--- config.mk ---
export PLATFORM = sky130hd
export DESIGN_NAME = brick_grid_scan
export DESIGN_NICKNAME = d
export VERILOG_FILES = /design/src/rtl/brick_grid_scan.sv
export SDC_FILE = /design/constraint.sdc
export NUM_CORES = 1
export LEC_CHECK = 0
export ABC_CLOCK_PERIOD_IN_PS = 4900
export BUFFER_PORTS_ARGS = -buffer_cell sky130_fd_sc_hd__buf_2
export CAP_MARGIN = 15
export CORE_AREA = 8 8 83 121
export DETAILED_ROUTE_END_ITERATION = 16
export DIE_AREA = 0 0 91 129
export PLACE_DENSITY_LB_ADDON = 0.2
export SYNTH_ARGS = -nofsm -noshare
export SYNTH_HDL_FRONTEND = slang
export SYNTH_SLANG_ARGS = --single-unit
export TNS_END_PERCENT = 50
--- constraint.sdc ---
create_clock -name clk -period 4.9 [get_ports clk]
set_clock_uncertainty 0.05 [all_clocks]
set_input_delay 1.225 -clock clk [delete_from_list [all_inputs] [get_ports clk]]
set_output_delay 1.225 -clock clk [all_outputs]
set_load 0.01 [all_outputs]
--- src/rtl/brick_grid_scan.sv ---
// Brick-field scanner: walks a ROWS x COLS grid in row-major order and issues one
// rectangle-draw request per eligible brick over a valid/ready handshake.
module brick_grid_scan #(
   parameter int COLS    = 16,
   parameter int ROWS    = 4,
   parameter int BRICK_W = 10,
   parameter int BRICK_H = 5,
   parameter int X0      = 0,
   parameter int Y0      = 0,
   parameter int COORD_W = 10
) (
   input  logic                 clk,
   input  logic                 resetn,
   input  logic                 start,
   input  logic [ROWS*COLS-1:0] alive,
   input  logic                 skip_dead,
   input  logic                 draw_ready,
   output logic                 draw,
   output logic                 erase,
   output logic [COORD_W-1:0]   x_out,
   output logic [COORD_W-1:0]   y_out,
   output logic                 busy,
   output logic                 done
);

   localparam int N  = ROWS * COLS;
   localparam int IW = (N > 1)    ? $clog2(N)    : 1;
   localparam int CW = (COLS > 1) ? $clog2(COLS) : 1;
   localparam int RW = (ROWS > 1) ? $clog2(ROWS) : 1;

   localparam logic [COORD_W-1:0] X0_C     = COORD_W'(X0);
   localparam logic [COORD_W-1:0] Y0_C     = COORD_W'(Y0);
   localparam logic [COORD_W-1:0] BW_C     = COORD_W'(BRICK_W);
   localparam logic [COORD_W-1:0] BH_C     = COORD_W'(BRICK_H);
   localparam logic [CW-1:0]      COL_LAST = CW'(COLS - 1);
   localparam logic [RW-1:0]      ROW_LAST = RW'(ROWS - 1);

   typedef enum logic [1:0] {S_IDLE, S_CHECK, S_ISSUE, S_DONE} state_t;

   state_t               state_q, state_d;
   logic [N-1:0]         alive_q, alive_d;
   logic                 skip_q, skip_d;
   logic [IW-1:0]        idx_q, idx_d;
   logic [CW-1:0]        col_q, col_d;
   logic [RW-1:0]        row_q, row_d;
   logic [COORD_W-1:0]   x_q, x_d;
   logic [COORD_W-1:0]   y_q, y_d;
   logic                 draw_q, draw_d;
   logic                 erase_q, erase_d;
   logic                 busy_q, busy_d;
   logic                 done_q, done_d;
   logic                 eligible, last_brick, advance;

   always_comb begin
      state_d  = state_q;
      alive_d  = alive_q;
      skip_d   = skip_q;
      idx_d    = idx_q;
      col_d    = col_q;
      row_d    = row_q;
      x_d      = x_q;
      y_d      = y_q;
      draw_d   = 1'b0;
      erase_d  = 1'b0;
      done_d   = 1'b0;
      advance  = 1'b0;

      eligible   = alive_q[idx_q] | ~skip_q;
      last_brick = (row_q == ROW_LAST) && (col_q == COL_LAST);

      case (state_q)
         S_IDLE: begin
            if (start) begin
               alive_d = alive;
               skip_d  = skip_dead;
               idx_d   = '0;
               col_d   = '0;
               row_d   = '0;
               x_d     = X0_C;
               y_d     = Y0_C;
               state_d = S_CHECK;
            end
         end
         S_CHECK: begin
            if (eligible) begin
               state_d = S_ISSUE;
               draw_d  = 1'b1;
               erase_d = ~alive_q[idx_q];
            end else if (last_brick) begin
               state_d = S_DONE;
               done_d  = 1'b1;
            end else begin
               advance = 1'b1;
            end
         end
         S_ISSUE: begin
            // Request and coordinates stay frozen until the drawer accepts.
            if (draw_q && draw_ready) begin
               if (last_brick) begin
                  state_d = S_DONE;
                  done_d  = 1'b1;
               end else begin
                  state_d = S_CHECK;
                  advance = 1'b1;
               end
            end else begin
               draw_d  = 1'b1;
               erase_d = erase_q;
            end
         end
         S_DONE: begin
            state_d = S_IDLE;
         end
         default: begin
            state_d = S_IDLE;
         end
      endcase

      if (advance) begin
         idx_d = idx_q + IW'(1);
         if (col_q == COL_LAST) begin
            col_d = '0;
            x_d   = X0_C;
            row_d = row_q + RW'(1);
            y_d   = y_q + BH_C;
         end else begin
            col_d = col_q + CW'(1);
            x_d   = x_q + BW_C;
         end
      end

      busy_d = (state_d != S_IDLE);
   end

   always_ff @(posedge clk) begin
      if (!resetn) begin
         state_q <= S_IDLE;
         alive_q <= '0;
         skip_q  <= 1'b0;
         idx_q   <= '0;
         col_q   <= '0;
         row_q   <= '0;
         x_q     <= '0;
         y_q     <= '0;
         draw_q  <= 1'b0;
         erase_q <= 1'b0;
         busy_q  <= 1'b0;
         done_q  <= 1'b0;
      end else begin
         state_q <= state_d;
         alive_q <= alive_d;
         skip_q  <= skip_d;
         idx_q   <= idx_d;
         col_q   <= col_d;
         row_q   <= row_d;
         x_q     <= x_d;
         y_q     <= y_d;
         draw_q  <= draw_d;
         erase_q <= erase_d;
         busy_q  <= busy_d;
         done_q  <= done_d;
      end
   end

   assign draw  = draw_q;
   assign erase = erase_q;
   assign x_out = x_q;
   assign y_out = y_q;
   assign busy  = busy_q;
   assign done  = done_q;

endmodule

==> impl_metrics.sql, run 1 <==
INSERT INTO impl_metrics (metric_group, metric, value, unit) VALUES
('final_layout', 'final_layout_size_suffix_gt1_share', '22.7', '%'),
('global_route', 'global_route.overflow_total', '0', ''),
('clock_tree', 'cts-root-to-sink-buffers', '2', ''),
('power', 'p_leak', '0.00218', 'uW'),
('power', 'pwr-share-seq', '44.6', '%'),
('global_route', 'grt_start_max_net_pins', '66', ''),
('critical_path', 'worst_path_maximum_fanout', '16', ''),
('yosys', 'yosysTopAreaCellShare', '42.3', '%'),
('floorplanning', 'initial_core_util', '58.1', '%'),
('critical_path', 'cp_num_buf_inv', '0', ''),
('critical_path', 'setup.worst_path.start_class', 'register', ''),
('critical_path', 'crit_type', 'reg -> reg', ''),
('global_route', 'grt_first_pass_wirelength', '18500', 'um'),
('yosys', 'seq_area_frac_synth', '42.3', '%'),
('final_layout', 'fillerInstances', '751', ''),
('clock_tree', 'tritoncts', 'built', ''),
('route', 'route.detailed.drc', '0', ''),
('yosys', 'post_synth_most_frequent_cells', 'sky130_fd_sc_hd__nand2_1 (154), sky130_fd_sc_hd__dfxtp_1 (102), sky130_fd_sc_hd__a21oi_1 (74), sky130_fd_sc_hd__clkbuf_1 (28), sky130_fd_sc_hd__nand3_1 (20)', ''),
('critical_path', 'worst_setup_end_kind', 'register', ''),
('clock_tree', 'clock_sinks', '102', ''),
('place', 'place.gp.congestion', '0.815', ''),
('critical_path', 'cp_delay_by_family_top', 'flip-flops', ''),
('clock_tree', 'cts.repair_timing.setup_buffer_count', '0', ''),
('clock_tree', 'cts.clk_slew.worst_paths', '0.07', 'ns'),
('clock_tree', 'root_buffer', 'sky130_fd_sc_hd__clkbuf_16', ''),
('final_layout', 'fin_util', '66.2', '%'),
('sta', 'hold_violations', '0', ''),
('critical_path', 'crit_path_cell_trace', 'mux4_2 -> mux2_2 -> o22a_1 -> a41oi_4 -> nand2_2 -> or4_1 -> o221ai_1', ''),
('power', 'netSwitchingFraction', '33.9', '%'),
('final_layout', 'nNetsFinal', '704', ''),
('final_layout', 'synthToLayoutAreaGrowth', '13.9', '%'),
('sta', 'final-max-slew-violation-count', '0', ''),
('sta', 'final_period_minus_worst_setup_slack', '3.43', 'ns'),
('floorplanning', 'fp.dieArea', '11700', 'sq um'),
('global_route', 'grt_antenna_before_repair', '0', ''),
('global_route', 'number_of_global_route_vias_before_repair', '4078', ''),
('sta', 'finalSetupTns', '0', 'ns'),
('global_route', 'aggregate_global_route_resource_usage', '19.2', '%'),
('critical_path', 'setup.worst_path.start', 'idx_q[0]', ''),
('place', 'portBuffers', '91', ''),
('clock_tree', 'clock_insertion_delay_worst_skew', '0.34', 'ns'),
('floorplanning', 'die_height', '129', 'um'),
('route', 'route.detailed.vias_per_inst', '5.74', ''),
('power', 'share_comb_of_total_power', '27.8', '%'),
('power', 'post-layout-total-power', '2310', 'uW'),
('min_path', 'worstHoldPathType', 'reg -> reg', ''),
('yosys', 'synth_area_per_cell', '8.55', 'sq um'),
('critical_path', 'delay_of_the_slowest_critical_path_stage', '0.93', 'ns'),
('sta', 'timing.fmax', '291', 'MHz'),
('min_path', 'worstHoldStart', 'alive_q[28]', ''),
('job', 'timing.max_cap.violations', '0', ''),
('yosys', 'yosys_register_bits', '102', ''),
('sta', 'timing.final.crit_share', '70.1', '%'),
('sta', 'timing.max_slew.rel_slack', '31.0', '%'),
('route', 'dr_total_vias', '4230', ''),
('route', 'routedWlPerCell', '15.3', 'um'),
('power', 'peakVddDrop', '0.280', 'mV'),
('yosys', 'syn-instance-count', '565', ''),
('sta', 'tightest_slew', '1.03', 'ns'),
('yosys', 'post_synth_instance_area', '4830', 'sq um'),
('run_status', 'status', 'finished, final reports clean', ''),
('yosys', 'yosys.cell_types.count', '62', ''),
('floorplanning', 'placement_rows', '41', ''),
('yosys', 'synth_top_cells_by_area', 'sky130_fd_sc_hd__dfxtp_1 (42%), sky130_fd_sc_hd__nand2_1 (12%), sky130_fd_sc_hd__a21oi_1 (7.7%), sky130_fd_sc_hd__mux4_2 (7.5%), sky130_fd_sc_hd__ha_1 (2.3%)', ''),
('route', 'dr.pass1.iters', '5', ''),
('power', 'internal_power', '1530', 'uW'),
('route', 'drtIter0Drc', '203', ''),
('sta', 'setup_repair_after_global_routing_missed_its_margin', 'false', ''),
('floorplanning', 'core_area', '8310', 'sq um'),
('yosys', 'synth_edf_count', '0', ''),
('power', 'p_switching', '781', 'uW');
worst min-delay path: stages (launching register included):
cell and delay, ns:
sky130_fd_sc_hd__dfxtp_1 0.31, sky130_fd_sc_hd__nand2_1 0.05, sky130_fd_sc_hd__a21oi_1 0.05
cell type report:
class,instances,area [sq um],share of cell area [%]
sequential,102,2040,37.1
timing repair buffer,93,470,8.55
multi-input combinational,411,2570,46.6
inverter,9,33.8,0.614
clock buffer,11,233,4.23
tap,107,134,2.43
clock inverter,4,25.0,0.455
placed cells by master, fill, tap and decap left out, drive strengths merged, types with 5 or more instances in the layout:
cell type	synthesis	layout
a211oi	8	8
a21o	8	8
a21oi	75	75
and3	8	8
buf	15	93
clkbuf	28	11
dfxtp	102	102
ha	9	9
inv	9	9
mux2i	6	6
mux4	16	16
nand2	155	155
nand2b	6	6
nand3	22	22
nand4	6	6
nor2	7	7
o211ai	7	7
o21ai	7	7
o311ai	5	5
or2	8	8
per-stage QoR:
step	area [sq um]	std cells	hold WS, ns	setup WS, ns
CTS	5510	737	0.404	1.42
floorplan	4830	565	0.383	2.15
global route	5510	737	0.425	1.24
detailed placement	5250	722	0.397	1.44
finish	5510	737	0.403	1.47
global placement	5250	722	0.390	1.54
path summary, 6_finish.rpt:
kind	slack (ns)	cells after the start	to
min reg2reg	0.40	2	alive_q[28]
max	1.47	7	col_q[3]
min	0.40	2	alive_q[28]
max reg2reg	1.47	7	col_q[3]
per-layer routing:
layer | GRT usage, % | part of all wire, % | up-vias
met2 | 34.0 | 54 | 95
met4 | 9.87 | 2.6 | 0
met3 | 4.14 | 4.2 | 22
met5 | 0 | 0 | -
li1 | - | - | 2120
met1 | 21.1 | 39 | 1993
kinds of logic after synthesis:
kind of cell             count (synthesis)  synth area share (%)
AND/OR/NAND/NOR                        240                  23.3
AO/OA/AOI/OAI                          134                  17.6
flip-flops                             102                  42.3
buffers and inverters                   52                  4.69
multiplexers                            25                  9.40
adder cells (fa/ha/maj)                  9                  2.33
XOR/XNOR                                 2                 0.363
other                                    1                0.0776
state kept, by name (all words and copies together) (netlist names):
signal and count:
erase 1, col_q 4, y_out 10, idx_q 6
skip_q 1, state_q 2, alive_q 64, done 1
busy 1, row_q 2, x_out 9, draw 1
power by group through the flow:
| stage | sequential [uW] | combinational [uW] | clock, uW |
|---|---|---|---|
| after floorplan | 1020 | 506 | 0 |
| after global placement | 1040 | 623 | 0 |
| after detailed placement | 1050 | 641 | 0 |
| after CTS | 1030 | 645 | 646 |
| after global routing | 1040 | 720 | 678 |
| final | 1030 | 641 | 638 |
Note: power is estimated with default switching activity, not from simulation.
==> run 2, diff against run 1 <==
ABC_AREA = 1   (was unset)
ABC_CLOCK_PERIOD_IN_PS = 3100   (was 4900)
CORE_AREA = 8 8 92 135   (was 8 8 83 121)
DIE_AREA = 0 0 100 143   (was 0 0 91 129)
clock period = 3.1 ns   (was 4.9 ns; I/O delays follow)
==> impl_metrics.sql, run 2 <==
INSERT INTO impl_metrics (metric_group, metric, value, unit) VALUES
('run_status', 'status', 'finished, final reports clean', ''),
('place', 'place.gp.congestion', '0.804', ''),
('clock_tree', 'cts-root-to-sink-buffers', '2', ''),
('sta', 'fin_worst_hold_slack', '0.421', 'ns'),
('yosys', 'synth_edf_count', '0', ''),
('power', 'powerDensity', '747', 'nW/um^2'),
('global_route', 'aggregate_global_route_resource_usage', '18.2', '%'),
('final_layout', 'final_layout_size_suffix_gt1_share', '17.1', '%'),
('route', 'dr.pass1.iters', '4', ''),
('global_route', 'grt_antenna_before_repair', '0', ''),
('floorplanning', 'placement_rows', '46', ''),
('sta', 'finalSetupViolations', '0', ''),
('clock_tree', 'postCtsResizedCells', '0', ''),
('floorplanning', 'core_area', '10500', 'sq um'),
('clock_tree', 'htree_levels', '3', ''),
('global_route', 'number_of_global_route_vias_before_repair', '4821', ''),
('critical_path', 'crit_path_top_delay_cell', 'sky130_fd_sc_hd__dfxtp_1', ''),
('yosys', 'seq_area_frac_synth', '40.3', '%'),
('yosys', 'syn-instance-count', '730', ''),
('final_layout', 'fillerInstances', '1055', ''),
('critical_path', 'worst_setup_end_kind', 'register', ''),
('yosys', 'post_synth_instance_area', '5070', 'sq um'),
('yosys', 'synth_top_flop_cell', 'sky130_fd_sc_hd__dfxtp_1', ''),
('yosys', 'yosys.cell_types.count', '30', ''),
('yosys', 'synth_async_sr_flop_share', '0', '%'),
('clock_tree', 'ctsHoldBuffers', '0', ''),
('floorplanning', 'io-pin-count', '93', ''),
('clock_tree', 'clock_insertion_delay_worst_skew', '0.34', 'ns'),
('yosys', 'syn_nets', '808', ''),
('final_layout', 'largest_register', 'alive_q', ''),
('floorplanning', 'fp.dieArea', '14300', 'sq um'),
('sta', 'hold_violations', '0', ''),
('floorplanning', 'initial_core_util', '48.4', '%'),
('critical_path', 'worst_path_maximum_fanout', '32', ''),
('yosys', 'synth_area_per_cell', '6.94', 'sq um'),
('route', 'postRouteWirelength', '12700', 'um'),
('place', 'place_ws', '0.411', 'ns'),
('sta', 'final-max-slew-violation-count', '0', ''),
('route', 'antenna_left', '0', ''),
('critical_path', 'cp_data_required_time', '3.32', 'ns'),
('final_layout', 'nNetsFinal', '869', ''),
('place', 'portBuffers', '91', ''),
('yosys', 'yosysTopAreaCellShare', '40.3', '%'),
('power', 'peakVddDrop', '0.394', 'mV'),
('yosys', 'yosysMostFrequentCell', 'sky130_fd_sc_hd__nor2_1', ''),
('yosys', 'post_synth_most_frequent_cells', 'sky130_fd_sc_hd__nor2_1 (154), sky130_fd_sc_hd__nand2_1 (119), sky130_fd_sc_hd__nand3_1 (106), sky130_fd_sc_hd__dfxtp_1 (102), sky130_fd_sc_hd__o21ai_0 (74)', ''),
('final_layout', 'antenna-diode-count', '0', ''),
('sta', 'finalSetupTns', '0', 'ns'),
('route', 'route.detailed.drc', '0', ''),
('critical_path', 'worst-endpoint-arrival', '2.96', 'ns'),
('final_layout', 'fin_util', '55.7', '%'),
('global_route', 'grt_start_max_net_pins', '98', ''),
('yosys', 'yosys.area.top_type', 'sky130_fd_sc_hd__dfxtp_1', ''),
('final_layout', 'synthToLayoutAreaGrowth', '15.2', '%'),
('clock_tree', 'root_buffer', 'sky130_fd_sc_hd__clkbuf_16', ''),
('clock_tree', 'cts.clk_slew.worst_paths', '0.07', 'ns'),
('final_layout', 'max_reg_flops', '64', ''),
('final_layout', 'layout.cells.most_common', 'sky130_fd_sc_hd__nor2_1', ''),
('power', 'post-layout-total-power', '4360', 'uW'),
('floorplanning', 'die_height', '143', 'um'),
('sta', 'final_period_minus_worst_setup_slack', '2.74', 'ns'),
('sta', 'setup_repair_after_global_routing_missed_its_margin', 'false', ''),
('yosys', 'synth_top_cells_by_area', 'sky130_fd_sc_hd__dfxtp_1 (40%), sky130_fd_sc_hd__nor2_1 (11%), sky130_fd_sc_hd__nand3_1 (10%), sky130_fd_sc_hd__nand2_1 (8.8%), sky130_fd_sc_hd__o21ai_0 (7.3%)', ''),
('route', 'drtIter0Drc', '226', ''),
('sta', 'timing.max_slew.rel_slack', '40.8', '%'),
('yosys', 'yosys_register_bits', '102', ''),
('critical_path', 'crit_path_cell_trace', 'buf_4 -> nand2_1 -> nand3_1 -> nand3_1 -> nand2_1 -> nand2_1 -> nand3_1 -> nand3_2 -> nand4_2 -> nand2_4 -> nand2_4 -> nand3_1 -> a21oi_1', ''),
('route', 'dr_total_vias', '4942', ''),
('sta', 'timing.final.crit_share', '88.5', '%'),
('route', 'route.detailed.vias_per_inst', '5.26', ''),
('sta', 'setup_ws', '0.355', 'ns'),
('critical_path', 'crit_type', 'reg -> reg', ''),
('route', 'routedWlPerCell', '13.5', 'um'),
('sta', 'tightest_slew', '0.888', 'ns'),
('clock_tree', 'tritoncts', 'built', ''),
('power', 'p_leak', '0.00255', 'uW'),
('critical_path', 'setup.worst_path.start_class', 'register', ''),
('min_path', 'worstHoldPathType', 'reg -> reg', ''),
('floorplanning', 'die-width', '100', 'um'),
('global_route', 'global_route.overflow_total', '0', ''),
('critical_path', 'delay_of_the_slowest_critical_path_stage', '0.59', 'ns'),
('critical_path', 'critical-path-top-cell-by-count', 'sky130_fd_sc_hd__nand3_1', ''),
('clock_tree', 'clock_buffer_count_from_cts', '9', ''),
('global_route', 'grt_first_pass_wirelength', '21400', 'um'),
('place', 'dpl.hpwl', '8770', 'um'),
('clock_tree', 'clock_sinks', '102', ''),
('final_layout', 'layout_common_cells', 'sky130_fd_sc_hd__nor2_1 (153), sky130_fd_sc_hd__nand2_1 (118), sky130_fd_sc_hd__nand3_1 (106)', ''),
('clock_tree', 'cts.repair_timing.setup_buffer_count', '0', ''),
('yosys', 'yosysWarningCount', '0', ''),
('sta', 'timing.fmax', '364', 'MHz'),
('job', 'timing.max_cap.violations', '0', '');
run 2: area by class of cell:
type | instances | area [sq um] | area share [%]
well taps | 144 | 180 | 3.09
clock inverters | 5 | 108 | 1.84
clock buffers | 10 | 229 | 3.92
inverters | 32 | 123 | 2.10
repair buffers | 101 | 531 | 9.09
multi-input cells | 545 | 2620 | 45.0
flip-flops and latches | 102 | 2040 | 35.0
run 2: worst max-delay path: cells and delay by family, from the launching register on:
kind / cells / cell delay (ns)
and+or+nand+nor: 11 / 1.47
DFF: 1 / 0.59
buffers and inverters: 1 / 0.35
AOI/OAI and AO/OA: 1 / 0.18
run 2: report_power, final:
part | total (uW) | internal [uW] | switching (uW)
sequential | 1760 | 1600 | 166
combinational | 1310 | 423 | 891
clock | 1280 | 790 | 491
run 2: worst paths after layout:
check,slack [ns],depth (start not counted),endpoint,startpoint
setup / recovery,0.36,13,x_out[5],idx_q[0]
hold / removal,0.42,2,erase,erase
setup reg to reg,0.36,13,x_out[5],idx_q[0]
hold reg to reg,0.42,2,erase,erase
run 2: logic make-up (layout without fill, tap and decap cells):
| family | Yosys count | count (layout) | synth area share, % |
|---|---|---|---|
| AOI/OAI and AO/OA | 118 | 118 | 12.0 |
| xor gates and xnor gates | 11 | 11 | 1.90 |
| adders and majority gates | 9 | 9 | 2.22 |
| buffers and inverters | 83 | 148 | 8.00 |
| DFF | 102 | 102 | 40.3 |
| muxes | 2 | 2 | 0.395 |
| other | 1 | 1 | 0.0740 |
| and+or+nand+nor | 404 | 404 | 35.1 |
run 2: layer usage:
layer	vias up	track usage [%]	wire length (um)	part of all wire (%)
met5	-	0	0	0
met4	0	9.68	325	2.6
met3	25	3.07	564	4.4
met2	127	32.0	6560	52
met1	2269	20.2	5270	41
li1	2521	-	-	-
run 2: stage by stage:
| step | instances | instance area, sq um |
|---|---|---|
| 5_1_grt | 939 | 5840 |
| 6_report | 939 | 5840 |
| 4_1_cts | 939 | 5840 |
| 3_5_place_dp | 924 | 5500 |
| 3_3_place_gp | 924 | 5500 |
| 2_1_floorplan | 730 | 5070 |
